`src/rtl/axis_poly_fifo_writer_pkg.sv`:
```
// rtl/axis_poly_fifo_writer_pkg.sv - shared widths and writer state encoding for the poly FIFO writer
package axis_poly_fifo_writer_pkg;
   localparam int BIT_WIDTH  = 8;
   localparam int LINE_SIZE  = 2;
   localparam int ADDR_WIDTH = 3;
   localparam int LW         = BIT_WIDTH * LINE_SIZE;

   typedef enum logic [1:0] {WIDLE, WFILL, WLAST, WDONE} axis_wr_states;
endpackage

```
`src/rtl/axis_poly_fifo_writer.sv`:
```
// rtl/axis_poly_fifo_writer.sv - AXI-stream poly lines to paired FIFO writes with per-poly wr_finish framing
module axis_poly_fifo_writer
   import axis_poly_fifo_writer_pkg::*;
#(
   parameter int POLY_LINES = 2**ADDR_WIDTH,
   parameter int CNT_WIDTH  = 16
)(
   input  logic                  clk,
   input  logic                  rst,
   input  logic                  s_valid,
   output logic                  s_ready,
   input  logic [LW-1:0]         s_data,
   input  logic                  s_last,
   input  logic                  fifo_full,
   output logic [ADDR_WIDTH-1:0] fifo_addrA,
   output logic [ADDR_WIDTH-1:0] fifo_addrB,
   output logic [LW-1:0]         fifo_dA,
   output logic [LW-1:0]         fifo_dB,
   output logic                  fifo_wr_enable,
   output logic                  fifo_wr_finish,
   output logic                  busy,
   output logic [CNT_WIDTH-1:0]  poly_count,
   output logic                  err_last
);

   localparam logic [ADDR_WIDTH-1:0] LAST_IDX = ADDR_WIDTH'(POLY_LINES - 1);

   axis_wr_states         state, state_next;
   logic [ADDR_WIDTH-1:0] line_cnt;
   logic [LW-1:0]         hold;
   logic                  hs;
   logic                  last_line;

   always_ff @(posedge clk) begin
      if (rst) state <= WIDLE;
      else     state <= state_next;
   end

   // fifo_full is only consulted in IDLE; it cannot legally rise mid-poly
   always_comb begin
      state_next = state;
      s_ready    = 1'b0;
      case (state)
         WIDLE: if (s_valid && !fifo_full) state_next = WFILL;
         WFILL: begin
            s_ready = 1'b1;
            if (s_valid && line_cnt == LAST_IDX) state_next = WLAST;
         end
         WLAST:   state_next = WDONE;
         WDONE:   state_next = WIDLE;
         default: state_next = WIDLE;
      endcase
   end

   assign hs        = s_valid && s_ready;
   assign last_line = (line_cnt == LAST_IDX);
   assign busy      = (state != WIDLE);

   always_ff @(posedge clk) begin
      if (rst) begin
         line_cnt       <= '0;
         hold           <= '0;
         fifo_addrA     <= '0;
         fifo_addrB     <= '0;
         fifo_dA        <= '0;
         fifo_dB        <= '0;
         fifo_wr_enable <= 1'b0;
         fifo_wr_finish <= 1'b1;
         poly_count     <= '0;
         err_last       <= 1'b0;
      end else begin
         fifo_wr_enable <= 1'b0;
         // finish is high exactly in DONE and IDLE, so the pointer advances once per poly
         fifo_wr_finish <= (state_next == WIDLE) || (state_next == WDONE);
         if (hs) begin
            line_cnt <= line_cnt + ADDR_WIDTH'(1);
            if (!line_cnt[0]) begin
               hold <= s_data;
            end else begin
               fifo_wr_enable <= 1'b1;
               fifo_addrA     <= {line_cnt[ADDR_WIDTH-1:1], 1'b0};
               fifo_addrB     <= line_cnt;
               fifo_dA        <= hold;
               fifo_dB        <= s_data;
            end
            if (s_last != last_line) err_last <= 1'b1;
         end
         if (state == WDONE) begin
            poly_count <= poly_count + CNT_WIDTH'(1);
            line_cnt   <= '0;
         end
      end
   end

endmodule
```
`config.mk`:
```
export PLATFORM = sky130hd
export DESIGN_NAME = axis_poly_fifo_writer
export DESIGN_NICKNAME = d
export VERILOG_FILES = /design/src/rtl/axis_poly_fifo_writer_pkg.sv /design/src/rtl/axis_poly_fifo_writer.sv
export SDC_FILE = /design/constraint.sdc
export NUM_CORES = 1
export LEC_CHECK = 0
export ABC_AREA = 0
export CAP_MARGIN = 20
export CORE_ASPECT_RATIO = 0.9
export CORE_MARGIN = 2
export CORE_UTILIZATION = 35
export CTS_BUF_LIST = sky130_fd_sc_hd__clkbuf_4 sky130_fd_sc_hd__clkbuf_8 sky130_fd_sc_hd__clkbuf_16
export DETAILED_ROUTE_END_ITERATION = 12
export PLACE_DENSITY = 0.72
export REMOVE_ABC_BUFFERS = 1
export SLEW_MARGIN = 10
export SYNTH_ARGS = -nofsm -noshare
export SYNTH_HDL_FRONTEND = slang
export SYNTH_SLANG_ARGS = --single-unit
```
`constraint.sdc`:
```
create_clock -name clk -period 1.5 [get_ports clk]
set_clock_uncertainty 0.2 [all_clocks]
set_input_delay 0.225 -clock clk [delete_from_list [all_inputs] [get_ports clk]]
set_output_delay 0.225 -clock clk [all_outputs]
set_load 0.01 [all_outputs]
```
==> impl_metrics.csv <==
group,metric,value,unit
worst_setup_path,worst-r2r-setup-slack,-50,ps
synthesis,ys_warn_count,0,
power,ir_drop,0.487,mV
worst_setup_path,path_max_fanout,8,
synthesis,synthFlopType,"dfxtp_1",
placement,hpwl,4700,µm
synthesis,synth_top_cell_by_area,"dfxtp_1",
final_layout,syn_to_final_growth,54.5,%
worst_setup_path,endpoint,"poly_count[14]",
floorplan,fp.dieW,99.9,µm
worst_setup_path,cp.required,1570,ps
final_layout,antenna_cells,0,
power,power-per-cell-area,888,nW/µm²
synthesis,netlist_instances,346,
worst_setup_path,reg2reg_from,"state[1]",
cts,cts_sinks,75,
synthesis,synth_top_area_frac,0.519,
worst_setup_path,crit_start,"state[1]",
run_status,violations,"negative setup slack",
final_layout,layout-drive-gt1-share,0.306,
worst_setup_path,critPathLaunchType,"register",
global_route,grt_use_total,0.160,
detailed_routing,drc_errors,0,
floorplan,die_y,90.3,µm
cts,tritoncts,"yes",
worst_hold_path,min_path_type,"reg -> reg",
synthesis,ys_top_cells_by_area,"dfxtp_1 (52%), nand2_1 (14%), a21oi_1 (10%), buf_4 (2.6%), nor2_1 (2.5%)",
timing,finalHoldViolations,0,
synthesis,yosys_register_bits,75,
detailed_routing,vias_per_cell,4.82,
timing,rsz0062_at_grt,"true",
detailed_routing,routed_wl,7460,µm
synthesis,synth-async-reset-ratio,0,
placement,placed_area,3920,µm²
timing,setup_slack,-45.1,ps
global_route,antenna_found_initial,0,
global_route,grt.overflow.total,0,
global_route,grt_pass1_wl,11700,µm
synthesis,synth_edf_count,0,
detailed_routing,drt_first_pass_iters,4,
placement,place_congestion,0.760,
floorplan,start_util,0.360,
cts,cts_root_buffer,"clkbuf_8",
timing,fin_crit_sh,1.03,
global_route,grt_pass1_vias,2599,
power,p_leak,1.92,nW
synthesis,synthTopCellsByCount,"nand2_1 (108), dfxtp_1 (75), a21oi_1 (60)",
synthesis,synth.most_common_cell,"nand2_1",
timing,min_period,1550,ps
final_layout,nets,477,
worst_setup_path,reg2reg_to,"poly_count[14]",
worst_setup_path,reg2regPathDepth,4,
cts,cts.path.max_buffers,2,
worst_setup_path,end_kind,"register",
final_layout,final_area,4470,µm²
synthesis,yosysSeqAreaShare,0.519,
worst_setup_path,worstSetupPathType,"reg -> reg",
detailed_routing,first_iter_violations,59,
synthesis,synth_area,2890,µm²
floorplan,dieArea,9010,µm²
run_status,status,"finished, violations left",
cts,clock_latency,340,ps
floorplan,ioPinCount,80,
detailed_routing,antenna_left,0,
cts,cts_buffers,9,
timing,whs,248,ps
detailed_routing,wl_per_cell,13.4,µm
synthesis,synth_cell_types,37,
power,p_total,3.97,mW
flow_run,drv_cap,0,
floorplan,core,8030,µm²
detailed_routing,vias,2681,
cts,htreeDepth,3,
timing,drv_slew,0,
timing,totalNegativeSetupSlack,-100,ps
timing,max_clock_freq,647,MHz
worst_setup_path,crit_arrival,1610,ps
cts,clk_pin_slew_worst_paths,80,ps
floorplan,placementRows,31,
synthesis,synth.avg_cell_area,8.36,µm²
timing,setup_viol,12,
global_route,grt_max_degree,59,
placement,numPortBuffers,78,
critical path, cell delays in order, from the launching register on:
cell and delay (ps):
dfxtp_4 380, buf_4 120, nand3_4 120, or4_4 540, a21oi_2 130
logic make-up after synthesis:
kind of cell,Yosys count,share of synthesized area
xor gates and xnor gates,11,0.0333
and+or+nand+nor,159,0.249
buffers and inverters,27,0.0601
other,1,0.00130
adders and majority gates,3,0.0130
AOI/OAI and AO/OA,70,0.124
DFF,75,0.519
metrics by stage:
stage	setup slack [ps]	utilization	cells
floorplan	-434	-	320
finish	-45.1	0.557	556
global placement	-297	0.488	530
global route	-83.0	0.557	556
detailed placement	-393	0.488	530
CTS	-44.1	0.519	549
routing by layer:
metal | up-vias | wire [µm] | track usage
met5 | - | 0 | 0
met4 | 0 | 51 | 0.0491
met3 | 6 | 307 | 0.0433
met2 | 48 | 3710 | 0.271
met1 | 1279 | 3390 | 0.197
li1 | 1348 | - | -
area by class of cell:
| cell class | instances | area, µm² |
|---|---|---|
| Timing Repair Buffer | 122 | 1140 |
| Inverter | 1 | 3.75 |
| Clock inverter | 6 | 90.1 |
| Multi-Input combinational cell | 244 | 1460 |
| Fill cell | 717 | 3560 |
| Sequential cell | 75 | 1530 |
| Tap cell | 99 | 124 |
| Clock buffer | 9 | 124 |
state kept, by name (all words and copies together), names as in the netlist:
register        cells
fifo_dA            16
fifo_dB            16
hold               16
poly_count         16
fifo_addrB          3
line_cnt            3
state               2
err_last            1
fifo_wr_enable      1
fifo_wr_finish      1
how the worst min path moves through the flow:
stage	start	endpoint	slack, ps	cells after the start
4_1_cts	hold[5]	fifo_dA[5]	250	2
3_3_place_gp	hold[10]	fifo_dA[10]	230	2
2_1_floorplan	rst	fifo_addrB[1]	90	1
3_5_place_dp	hold[5]	fifo_dA[5]	240	2
5_1_grt	s_data[12]	hold[12]	270	3
6_report	hold[12]	fifo_dA[12]	250	2
cells in the final DEF, fill, tap and decap left out, types with 2 or more instances in the layout:
| cell | netlist | layout |
|---|---|---|
| a21oi_1 | 60 | 36 |
| a21oi_2 | 0 | 24 |
| a22oi_1 | 2 | 2 |
| and4_4 | 1 | 3 |
| buf_1 | 0 | 2 |
| buf_12 | 0 | 4 |
| buf_2 | 4 | 2 |
| buf_4 | 10 | 29 |
| buf_6 | 4 | 7 |
| bufinv_16 | 0 | 2 |
| clkbuf_16 | 0 | 2 |
| clkbuf_2 | 0 | 2 |
| clkbuf_8 | 0 | 9 |
| clkdlybuf4s15_1 | 0 | 7 |
| clkdlybuf4s50_1 | 0 | 19 |
| dfxtp_1 | 75 | 60 |
| dfxtp_2 | 0 | 11 |
| dfxtp_4 | 0 | 4 |
| dlygate4sd2_1 | 0 | 46 |
| nand2_1 | 108 | 90 |
| nand2_2 | 1 | 13 |
| nand2_4 | 0 | 6 |
| nand3_1 | 5 | 4 |
| nand4_1 | 3 | 3 |
| nor2_1 | 19 | 18 |
| nor3_4 | 0 | 2 |
| o21ai_0 | 6 | 6 |
| or3_1 | 3 | 3 |
| xnor2_1 | 3 | 3 |
| xor2_1 | 8 | 8 |
repair_timing:
item / 4_1_cts / 5_1_grt
pin swaps: 2 / 27
gates resized for setup: 101 / 72
cloned: 0 / 3
buffers inserted: 3 / 4
hold buffers: 1 / 0
endpoints found under the setup margin: 121 / 54
hold endpoints to repair: 2 / 0
power by group:
group / switching (mW) / internal [mW] / total, mW
clock: 0.767 / 0.934 / 1.70
combinational: 0.122 / 0.120 / 0.241
sequential: 0.0181 / 2.01 / 2.03
total: 0.907 / 3.06 / 3.97
(Power assumes the default switching activity.)
